**src/rtl/ram_arbiter_nm.sv**
```systemverilog
// ram_arbiter_nm
//   N-master arbiter for a shared single-port RAM bus. Masters request
//   ownership with req_i. The winner is chosen by round-robin or by fixed
//   priority (lowest index). It keeps the grant until it drops its request
//   with idle high. An optional hold limit revokes the grant when another
//   master is waiting. The granted master's RAM-side signals pass straight
//   through to the RAM port.
// Ports
//   clk_i, rst_i                  clock, synchronous active-high reset
//   req_i, idle_i                 per-master request / transfer-finished flag
//   grant_o                       registered one-hot grant
//   owner_o                       index of the granted master (valid while |grant_o)
//   timeout_err_o                 1-cycle pulse when a grant is revoked by MAX_HOLD
//   m_cs_i/m_wen_i/m_oen_i        per-master RAM strobes (cs high, wen/oen low active)
//   m_address_i, m_dataout_i      packed per-master address / write data
//   ram_*_o                       muxed RAM bus, idle defaults when nothing is granted
module ram_arbiter_nm #(
  parameter int N_MASTERS = 4,
  parameter int ADDR_W    = 8,
  parameter int DATA_W    = 8,
  parameter int RR_MODE   = 1,
  parameter int MAX_HOLD  = 0
) (
  input  logic                          clk_i,
  input  logic                          rst_i,
  input  logic [N_MASTERS-1:0]          req_i,
  input  logic [N_MASTERS-1:0]          idle_i,
  output logic [N_MASTERS-1:0]          grant_o,
  output logic [$clog2(N_MASTERS)-1:0]  owner_o,
  output logic                          timeout_err_o,
  input  logic [N_MASTERS-1:0]          m_cs_i,
  input  logic [N_MASTERS-1:0]          m_wen_i,
  input  logic [N_MASTERS-1:0]          m_oen_i,
  input  logic [N_MASTERS*ADDR_W-1:0]   m_address_i,
  input  logic [N_MASTERS*DATA_W-1:0]   m_dataout_i,
  output logic                          ram_cs_o,
  output logic                          ram_wen_o,
  output logic                          ram_oen_o,
  output logic [ADDR_W-1:0]             ram_address_o,
  output logic [DATA_W-1:0]             ram_datain_o
);

  localparam int IDX_W  = $clog2(N_MASTERS);
  localparam int HOLD_W = (MAX_HOLD < 2) ? 1 : $clog2(MAX_HOLD + 1);
  localparam logic [HOLD_W-1:0] HOLD_LAST = (MAX_HOLD == 0) ? '0 : HOLD_W'(MAX_HOLD - 1);

  typedef enum logic [1:0] {S_IDLE, S_GRANTED, S_RELEASE} state_e;

  state_e                 state_q, state_d;
  logic [N_MASTERS-1:0]   grant_q, grant_d;
  logic [IDX_W-1:0]       owner_q, owner_d;
  logic [IDX_W-1:0]       ptr_q, ptr_d;
  logic [HOLD_W-1:0]      hold_q, hold_d;
  logic                   terr_q, terr_d;

  logic [IDX_W-1:0]       win, win_nxt;
  logic                   others_req;

  // Unpack the per-master buses so the owner index can select them directly.
  logic [ADDR_W-1:0] addr_a [N_MASTERS];
  logic [DATA_W-1:0] data_a [N_MASTERS];
  for (genvar i = 0; i < N_MASTERS; i++) begin : g_unpack
    assign addr_a[i] = m_address_i[i*ADDR_W +: ADDR_W];
    assign data_a[i] = m_dataout_i[i*DATA_W +: DATA_W];
  end

  // Winner search. Offsets are scanned from the far end back to the start,
  // so the request nearest the start position is written last and wins.
  always_comb begin
    int idx;
    win = '0;
    idx = 0;
    if (RR_MODE != 0) begin
      for (int i = N_MASTERS - 1; i >= 0; i--) begin
        idx = int'(ptr_q) + i;
        if (idx >= N_MASTERS) idx = idx - N_MASTERS;
        if (req_i[idx]) win = IDX_W'(idx);
      end
    end else begin
      for (int i = N_MASTERS - 1; i >= 0; i--) begin
        if (req_i[i]) win = IDX_W'(i);
      end
    end
    win_nxt = (int'(win) == N_MASTERS - 1) ? '0 : win + 1'b1;
  end

  assign others_req = |(req_i & ~grant_q);

  always_comb begin
    state_d = state_q;
    grant_d = grant_q;
    owner_d = owner_q;
    ptr_d   = ptr_q;
    hold_d  = hold_q;
    terr_d  = 1'b0;
    case (state_q)
      S_IDLE: begin
        if (|req_i) begin
          state_d      = S_GRANTED;
          grant_d      = '0;
          grant_d[win] = 1'b1;
          owner_d      = win;
          hold_d       = '0;
          if (RR_MODE != 0) ptr_d = win_nxt;
        end
      end
      S_GRANTED: begin
        if (hold_q != '1) hold_d = hold_q + 1'b1;
        // A voluntary release takes precedence over a revoke in the same cycle.
        if (!req_i[owner_q] && idle_i[owner_q]) begin
          state_d = S_RELEASE;
          grant_d = '0;
        end else if ((MAX_HOLD != 0) && (hold_q == HOLD_LAST) && others_req) begin
          state_d = S_RELEASE;
          grant_d = '0;
          terr_d  = 1'b1;
        end
      end
      S_RELEASE: state_d = S_IDLE;
      default:   state_d = S_IDLE;
    endcase
  end

  always_ff @(posedge clk_i) begin
    if (rst_i) begin
      state_q <= S_IDLE;
      grant_q <= '0;
      owner_q <= '0;
      ptr_q   <= '0;
      hold_q  <= '0;
      terr_q  <= 1'b0;
    end else begin
      state_q <= state_d;
      grant_q <= grant_d;
      owner_q <= owner_d;
      ptr_q   <= ptr_d;
      hold_q  <= hold_d;
      terr_q  <= terr_d;
    end
  end

  assign grant_o       = grant_q;
  assign owner_o       = owner_q;
  assign timeout_err_o = terr_q;

  // Zero-latency pass-through of the owner's bus. grant_q is cleared in
  // RELEASE, so the turnaround cycle drives the defaults.
  always_comb begin
    ram_cs_o      = 1'b0;
    ram_wen_o     = 1'b1;
    ram_oen_o     = 1'b1;
    ram_address_o = '0;
    ram_datain_o  = '0;
    if (|grant_q) begin
      ram_cs_o      = m_cs_i[owner_q];
      ram_wen_o     = m_wen_i[owner_q];
      ram_oen_o     = m_oen_i[owner_q];
      ram_address_o = addr_a[owner_q];
      ram_datain_o  = data_a[owner_q];
    end
  end

endmodule

```
**config.mk**
```make
export PLATFORM = sky130hd
export DESIGN_NAME = ram_arbiter_nm
export DESIGN_NICKNAME = d
export VERILOG_FILES = /design/src/rtl/ram_arbiter_nm.sv
export SDC_FILE = /design/constraint.sdc
export NUM_CORES = 1
export LEC_CHECK = 0
export CAP_MARGIN = 20
export CORE_ASPECT_RATIO = 0.6
export CORE_MARGIN = 3
export CORE_UTILIZATION = 31
export CTS_BUF_LIST = sky130_fd_sc_hd__clkbuf_16
export CTS_CLUSTER_SIZE = 30
export DETAILED_ROUTE_END_ITERATION = 10
export PLACE_DENSITY = 0.77
export SLEW_MARGIN = 0
export SYNTH_ARGS = -nofsm -noshare
export SYNTH_HDL_FRONTEND = slang
export SYNTH_SLANG_ARGS = --single-unit
```
**constraint.sdc**
```tcl
create_clock -name clk_i -period 2.9 [get_ports clk_i]
set_input_delay 0.435 -clock clk_i [delete_from_list [all_inputs] [get_ports clk_i]]
set_output_delay 0.435 -clock clk_i [all_outputs]
set_load 0.01 [all_outputs]
```
; After elaboration in Yosys (flattened, before gate mapping)
; Index checks and enable logic that the tools add are counted.
[classes]
add_sub_neg = 8
mul = 0
div = 0
n_lt_le_gt_ge = 12
n_eq_ne = 4
shift = 0
muxes = 50
bitwise = 1
n_reduce_logical = 10
[ops]
columns = operator, n
row1 = 32-bit by 4-bit less-than comparator with 1-bit output (second input constant), 4
row2 = 32-bit two-way mux, 4
row3 = 8-bit two-way mux, 6
row4 = 8-bit binary-select mux with 2-bit select, 2
row5 = 1-bit binary-select mux with 2-bit select, 9
row6 = 1-bit two-way mux, 17
row7 = 2-bit two-way mux, 7
row8 = 3-bit greater-or-equal comparator (second input constant), 4
row9 = 3-bit by 3-bit subtractor with 4-bit output (second input constant), 3
row10 = 4-bit two-way mux, 2
row11 = 4-bit one-hot mux with 2 select lines, 1
row12 = 4-bit OR reduction, 2
row13 = 2-bit by 2-bit adder with 3-bit output (second input constant), 2
row14 = 2-bit by 3-bit less-than comparator with 1-bit output (second input constant), 2
row15 = 2-bit by 1-bit == test with 1-bit output (second input constant), 2
row16 = 2-bit != test (second input constant), 2
row17 = 2-bit one-hot mux with 2 select lines, 1
row18 = 2-bit AND reduction, 2
row19 = 2-bit by 3-bit subtractor with 4-bit output (second input constant), 1
row20 = 2-bit by 1-bit adder with 3-bit output (second input constant), 1
row21 = 2-bit by 3-bit greater-or-equal comparator with 1-bit output (second input constant), 1
row22 = 2-bit inverter with 3-bit output, 1
row23 = 3-bit AND reduction, 1
row24 = 2-bit by 1-bit adder with 2-bit output (second input constant), 1
row25 = other kinds (6), 7
[totals]
regBits = 10
latch_bits = 0
ramBits = 0
mem_bits_ro = 0
out_inout_bits = 26
word_cells = 89
memories = 0

; Longest topological paths before layout
; Gate-level depths: netlist of run 1.
[logic_depth]
ltp_word = 16
ltp_mapped = 9

; Worst setup path after synthesis of run 1
; No wires, ideal clock.
[synth_timing]
kind = register to register
from = register ptr_q[1]
to = register grant_q[0] (netlist: grant_o[0])
setup_time_ps = 134
t_arrival_ps = 1883
required_ps = 2766
path_slack_ps = 883
path_stages_with_launch = 10
synth_period_minus_slack_ps = 2017
path_cell_list = dfxtp_1 > clkbuf_1 > mux2i_1 > nor2_1 > nor3_1 > inv_1 > ha_1 > nor4b_1 > a221oi_1 > o22ai_1
[synth_between]
elab_chain_len = 16
word_cells_on_any_way = 38
[synth_rtl]
columns = element, line_no
row1 = start: declaration, 52  ; logic [IDX_W-1:0] ptr_q, ptr_d;
row2 = start signal: assignment, 136  ; ptr_q <= ptr_d;
row3 = 2-bit by 2-bit adder with 3-bit output, 75  ; idx = int'(ptr_q) + i;
row4 = 3-bit by 3-bit subtractor with 4-bit output or 3-bit greater-or-equal comparator (tied branches), 76  ; if (idx >= N_MASTERS) idx = idx - N_MASTERS;
row5 = 32-bit two-way mux, 76
row6 = 1-bit binary-select mux with 2-bit select, 77  ; if (req_i[idx]) win = IDX_W'(idx);
row7 = 1-bit two-way mux (implied by the code) (2 in a row), 77
row8 = 2-bit two-way mux (3 in a row), 77
row9 = 2-bit two-way mux *, 77
row10 = net win[0], 56  ; logic [IDX_W-1:0] win, win_nxt;
row11 = 2-bit by 3-bit less-than comparator with 1-bit output (implied by the code) or 2-bit by 1-bit greater-or-equal comparator with 1-bit output (tied branches), 101  ; grant_d[win] = 1'b1;
row12 = 1-bit logical AND (implied by the code), 101
row13 = 1-bit two-way mux (implied by the code), 101
row14 = 1-bit demux with 2-bit select *, 101
row15 = 4-bit two-way mux *, 98  ; if (|req_i) begin
row16 = 4-bit one-hot mux with 2 select lines *, 96  ; case (state_q)
row17 = end signal: assignment, 134  ; grant_q <= grant_d;
row18 = end: declaration, 50  ; logic [N_MASTERS-1:0] grant_q, grant_d;
; The timed path passes the listed nets; every way through them passes the cells marked *. The select of a mux whose other input is x is not followed.
; A chain may end at the register's enable or synchronous reset.

; Final worst setup path of run 1
[layout_timing]
from = register owner_q[0] (netlist: owner_o[0])
to = output ram_oen_o
[layout_between]
elab_chain_len = 3
[layout_rtl]
columns = element, line_no
row1 = start: declaration, 51  ; logic [IDX_W-1:0] owner_q, owner_d;
row2 = start signal: assignment, 135  ; owner_q <= owner_d;
row3 = 1-bit binary-select mux with 2-bit select, 157  ; ram_oen_o = m_oen_i[owner_q];
row4 = 1-bit two-way mux (implied by the code), 157
row5 = 1-bit two-way mux, 154  ; if (|grant_q) begin
row6 = end: declaration, 38  ; output logic ram_oen_o,
; Every way passes these cells. The select of a mux whose other input is x is not followed.

==> metrics, run 1 <==
number of antenna violations at the first check in global routing 0; path depth of the worst reg2reg path 9; vertical die dimension between 50 and 60 um; Worst R2R Setup Slack 900 ps; total grt overflow 0; Yosys warning total 0; Post-Route Setup TNS 0 ps; Antenna diodes 0; first-pass iteration count of the detailed router 4; CTS clk-pin slew, worst paths 40 ps; area of the die between 4000 and 5000 um2; max_slew headroom 60.79%; type of destination of the critical path primary output; last weighted congestion value of the routability-driven placer 0.7818; r2r startpoint ptr_q[1]; required time at the worst-slack endpoint 2470 ps; Hold EP ptr_q[0]; capture instance of the worst register-to-register path grant_o[0]; synthesized cell area ~1200 um2; row count 17; max-cap check violation count 0; Hold WS 528.2 ps; Routed Wire Length 4838 um; maximum number of pins on one net before global-route repair 20; routed wirelength normalized by instance count 17.72 um; clock latency on the worst-skew pair approximately 240 ps; hold path startpoint ptr_q[0]; number of cells produced by synthesis 117; first-pass GRT wire length approximately 6800 um; transition at the pin with the smallest max-transition slack roughly 580 ps; path class of the lowest-slack min-delay path flop to flop; critical path, cell by cell buf_12 -> mux4_2 -> or2_1 -> clkdlybuf4s50_1; Max IR drop VDD approximately 0.00044 V; Pleak 0.8656 nW; share of flip-flops with an asynchronous set or reset 0%; Critical Path Fanout Max 14; total setup violations reported at the end of the flow 0; final hold viol count 0; WP data arrival 2220 ps; number of enable flip-flop cells after synthesis 0; # IOs 112; level count of the clock H-tree 1; fraction of final layout cells with drive strength greater than 1 between 10 and 15%; ratio of routed vias to standard cells between 5 and 6; post-cts gate resize count 0; final max-slew violation count 0; DRC violation count after routing 0; number of synthesized register bits 10; cell count of the worst hold path 2; number of antenna-violating nets in the routed design 0; routed via count 1454; buffers plus inverters on the worst setup path 2; clock tree from TritonCTS yes; delay of the slowest critical-path stage approximately 560 ps; unrepaired setup endpoints after global routing false; Seq/Total Area, Yosys 16.10%; initial drt markers 41; CTS root buffer sky130_fd_sc_hd__clkbuf_16; CTS buffer count 3; Port Buf Inserts 110; Overall Global Routing Usage 18.44%; post-route clock skew 1.727 ps; result of the run completed; Crit Path Class flop to primary output; number of distinct library cells after synthesis 33; Worst setup SP type flop; predominant post-synthesis flop cell sky130_fd_sc_hd__dfxtp_1; # nets final roughly 320; PnR Total Power between 1 and 1.5 mW; PwrDens 460.7 nW/um2; Area growth syn-to-layout 99.60%; number of buffers added to fix hold violations after cts 0; maximum clock path buffer count 2; clock sinks 10; via count of the first global-routing pass ~1400; initial cell density of the core 33.03%; buffers inserted during post-CTS setup optimization 0; CP max-delay cell sky130_fd_sc_hd__dfxtp_1; Synthesized Nets 207; final HPWL from detailed placement 3926 um; Post-Syn Area per Cell 10.63 um2; min cycle time layout 2653 ps; Top delay family on crit path buffers and inverters; core footprint 3765 um2; Final Cycle Share 91.49%; fmax ~380 MHz; width of the die between 80 and 90 um
[layer usage]
| layer | part of all wire [%] | wire (um) | track usage (%) |
|---|---|---|---|
| met2 | 50 | 2403 | 32.00 |
| met4 | 1.3 | 62 | 3.571 |
| met1 | 40 | 1950 | 23.58 |
| met3 | 8.7 | 422 | 4.882 |
| met5 | 0 | 0 | 0 |
[through the flow]
stage | util, % | cells | setup WS, ps | instance area [um2]
global route | 65.94 | 273 | 139.8 | 2482
CTS | 65.94 | 273 | 230.0 | 2482
floorplan | - | 117 | 883.3 | 1244
global placement | 63.84 | 269 | 408.0 | 2404
finish | 65.94 | 273 | 246.7 | 2482
detailed placement | 63.84 | 269 | 372.0 | 2404
[final cells by class]
class | instances | area (um2)
Fill cell | 286 | 1282
Tap cell | 47 | 58.81
Clock buffer | 3 | 75.07
Inverter | 5 | 18.77
Timing Repair Buffer | 115 | 1151
Multi-Input combinational cell | 92 | 974.7
Sequential cell | 10 | 200.2
Clock inverter | 1 | 3.754
[registers in the layout (all words and copies together) (netlist names)]
register  flops
grant_o       4
owner_o       2
state_q       2
ptr_q         2
[power breakdown]
group	switching, mW	internal [mW]	total, mW
sequential	0.0486	0.161	0.210
combinational	0.259	0.425	0.684
clock	0.0689	0.181	0.250
[logic make-up after synthesis]
logic type      after synthesis  synth area share [%]
other cells                   1                0.3015
flops                        10                 16.10
simple gates                 46                 27.67
compound gates               21                 11.17
buf+inv                      15                 5.533
fa+ha+maj                     4                 4.024
mux                          20                 35.21
[cells in the mapped netlist (2+ instances only)]
cell type                   n  area, um2
sky130_fd_sc_hd__a211oi_1   5      37.54
sky130_fd_sc_hd__a21oi_1    7      35.03
sky130_fd_sc_hd__a221oi_1   2      17.52
sky130_fd_sc_hd__buf_1      2      7.510
sky130_fd_sc_hd__buf_4      3      22.52
sky130_fd_sc_hd__clkbuf_1   4      15.01
sky130_fd_sc_hd__dfxtp_1   10      200.2
sky130_fd_sc_hd__ha_1       4      50.05
sky130_fd_sc_hd__inv_1      5      18.77
sky130_fd_sc_hd__mux4_2    19      427.9
sky130_fd_sc_hd__nand2_1    5      18.77
sky130_fd_sc_hd__nor2_1     5      18.77
sky130_fd_sc_hd__nor2b_1   18      112.6
sky130_fd_sc_hd__nor3b_1    2      15.01
sky130_fd_sc_hd__nor4_4     3      63.81
sky130_fd_sc_hd__nor4b_1    3      26.28
sky130_fd_sc_hd__o22ai_1    4      25.02
[worst max path at each step]
| stage | slack [ps] | cells after the start | from | to |
|---|---|---|---|---|
| floorplan | 880 | 9 | ptr_q[1] | grant_o[0] |
| global placement | 410 | 4 | m_wen_i[3] | ram_wen_o |
| detailed placement | 370 | 9 | req_i[0] | grant_o[3] |
| CTS | 230 | 4 | owner_o[0] | ram_oen_o |
| global route | 140 | 4 | owner_o[0] | ram_oen_o |
| finish | 250 | 4 | owner_o[0] | ram_oen_o |
[cells in the final DEF, fill, tap and decap left out, drive strengths merged, types with 2 or more instances in the layout]
cell             n
a211oi           5
a21oi            7
a221oi           2
buf              5
clkbuf           3
clkdlybuf4s50  110
dfxtp           10
ha               4
inv              5
mux4            19
nand2            5
nor2             5
nor2b           18
nor3             2
nor3b            2
nor4             3
nor4b            4
o22ai            4
or2              2
[worst reg2reg max path, delay by kind of cell (launching register included)]
| family | cells | cell delay, ps |
|---|---|---|
| multiplexers | 1 | 220 |
| adder cells (fa/ha/maj) | 1 | 200 |
| buffers and inverters | 2 | 220 |
| AO/OA/AOI/OAI | 2 | 360 |
| AND/OR/NAND/NOR | 3 | 370 |
| flip-flops | 1 | 470 |
Note: power is estimated with default switching activity, not from simulation.
==> run 2, diff against run 1 <==
- SETUP_SLACK_MARGIN: unset -> 0.2
==> metrics, run 2 (synthesis results as in run 1) <==
result of the run completed; last weighted congestion value of the routability-driven placer 0.7818; Top delay family on crit path buffers and inverters; WP data arrival approximately 2100 ps; first-pass iteration count of the detailed router 4; ratio of routed vias to standard cells 5.245; most frequent cells in the layout sky130_fd_sc_hd__clkdlybuf4s50_1, sky130_fd_sc_hd__mux4_2, sky130_fd_sc_hd__nor2b_1, sky130_fd_sc_hd__dfxtp_1, sky130_fd_sc_hd__a21oi_1; Clk network pwr share around 22%; Crit Path Class flop to primary output; type of destination of the critical path primary output; fillcell total 289; capture instance of the worst register-to-register path grant_o[0]; r2r startpoint ptr_q[1]; total grt overflow 0; Post-Place Worst Slack between 300 and 400 ps; number of gates on the worst path with buffers counted 4; core footprint 3765 um2; final max-slew violation count 0; Antenna diodes 0; launch point of the worst path owner_o[0]; DRC violation count after routing 0; maximum number of pins on one net before global-route repair 20; CTS clk-pin slew, worst paths 40 ps; sequential cell area 202.7 um2; max_slew headroom between 60% and 70%; post-route clock skew 2.924 ps; grt met1 use 23.58%; post-cts gate resize count 0; routed via count 1432; CP max-delay cell sky130_fd_sc_hd__mux4_2; final core utilization 66.00%; first-pass GRT wire length 6837 um; routed wirelength normalized by instance count approximately 18 um; final HPWL from detailed placement 3926 um; area of the die approximately 4800 um2; vertical die dimension 55.07 um; Critical Path Fanout Max 14; area of all placed cells without fillers 2485 um2; fraction of final layout cells with drive strength greater than 1 between 10% and 20%; transition at the pin with the smallest max-transition slack 585.2 ps; CTS root buffer sky130_fd_sc_hd__clkbuf_16; switching share of power about a third; number of flip-flops under the largest register name 4; worst-case setup margin in the final layout 377.0 ps; final hold viol count 0; Routed Wire Length ~4800 um; most common cell after layout, fill and taps aside sky130_fd_sc_hd__clkdlybuf4s50_1; level count of the clock H-tree 1; Worst setup SP type flop; Post-Route Setup TNS 0 ps; via count of the first global-routing pass 1368; end point of the critical path ram_oen_o; # IOs 112; Overall Global Routing Usage 18.44%; sequential power share a little under a fifth; Pleak 0.8664 nW; clock latency on the worst-skew pair 240 ps; max-cap check violation count 0; initial drt markers 41; PnR Total Power between 1 and 1.5 mW; Area growth syn-to-layout 99.80%; Port Buf Inserts 110; met3 capacity usage during global routing 4.882%; unrepaired setup endpoints after global routing false; fmax 396.4 MHz; combinational group share of total power 59.8%; path depth of the worst reg2reg path 9; PwrDens approximately 460 nW/um2; buffers inserted during post-CTS setup optimization 0; area taken by multi-input logic gates 974.7 um2; post-detailed-placement cell area about 2400 um2; number of antenna-violating nets in the routed design 0; clock sinks 10; min cycle time layout 2523 ps; CTS buffer count 3; number of antenna violations at the first check in global routing 0; clock tree from TritonCTS yes; required time at the worst-slack endpoint ~2500 ps; grt met2 use 32.00%; Worst R2R Setup Slack 890 ps; initial cell density of the core 33.03%; number of buffers added to fix hold violations after cts 0; buffers plus inverters on the worst setup path 2; switching power summed over all nets about 380 uW; internal cell power between 700 and 800 uW; Final Cycle Share 87.00%; path class of the lowest-slack min-delay path flop to flop; maximum clock path buffer count 2; # nets final 317; critical path, cell by cell buf_12 -> mux4_2 -> or2_1 -> clkdlybuf4s50_1; delay of the slowest critical-path stage ~500 ps; Max IR drop VDD 0.0004408 V; width of the die 87.77 um; total setup violations reported at the end of the flow 0; row count 17; most heavily used metal layer in global routing met2
-- run 2: power groups by stage --
stage	clock (mW)	combinational [mW]	sequential (mW)
detailed placement	0	0.683	0.211
floorplan	0	0.362	0.186
global placement	0	0.668	0.207
finish	0.249	0.684	0.211
global route	0.258	0.735	0.215
CTS	0.250	0.689	0.209
-- run 2: through the flow --
stage | instances | hold slack (ps)
after floorplan | 117 | 491.0
after global placement | 269 | 506.7
after detailed placement | 269 | 529.0
after CTS | 273 | 534.0
after global routing | 273 | 549.5
final | 273 | 529.0
-- run 2: routing by layer --
metal	up-vias	wire length [um]	share of wire [%]
li1	674	-	-
met1	677	1990	41
met2	73	2389	49
met3	8	402	8.3
met4	0	61	1.3
met5	-	0	0
-- run 2: area by class of cell --
cell class              instances  share of cell area [%]
inverters                       5                  0.7553
clock buffers                   3                   3.021
clock inverters                 1                  0.1511
multi-input cells              92                   39.22
repair buffers                115                   46.32
well taps                      47                   2.367
flip-flops and latches         10                   8.157
-- run 2: worst min path at each step --
stage / startpoint / end / depth (start not counted)
floorplan: ptr_q[0] / ptr_q[0] / 2
global placement: ptr_q[0] / ptr_q[0] / 2
detailed placement: ptr_q[0] / ptr_q[0] / 2
CTS: ptr_q[0] / ptr_q[0] / 2
global route: ptr_q[0] / ptr_q[0] / 2
finish: ptr_q[0] / ptr_q[0] / 2
-- run 2: worst register-to-register path: stages (launching register included) --
cell and delay [ps]:
sky130_fd_sc_hd__dfxtp_1 470, sky130_fd_sc_hd__mux2i_1 220, sky130_fd_sc_hd__nor2_1 60, sky130_fd_sc_hd__nor3_1 170, sky130_fd_sc_hd__buf_4 160, sky130_fd_sc_hd__inv_1 60, sky130_fd_sc_hd__ha_1 200, sky130_fd_sc_hd__nor4b_1 140
sky130_fd_sc_hd__a221oi_1 240, sky130_fd_sc_hd__o22ai_1 130
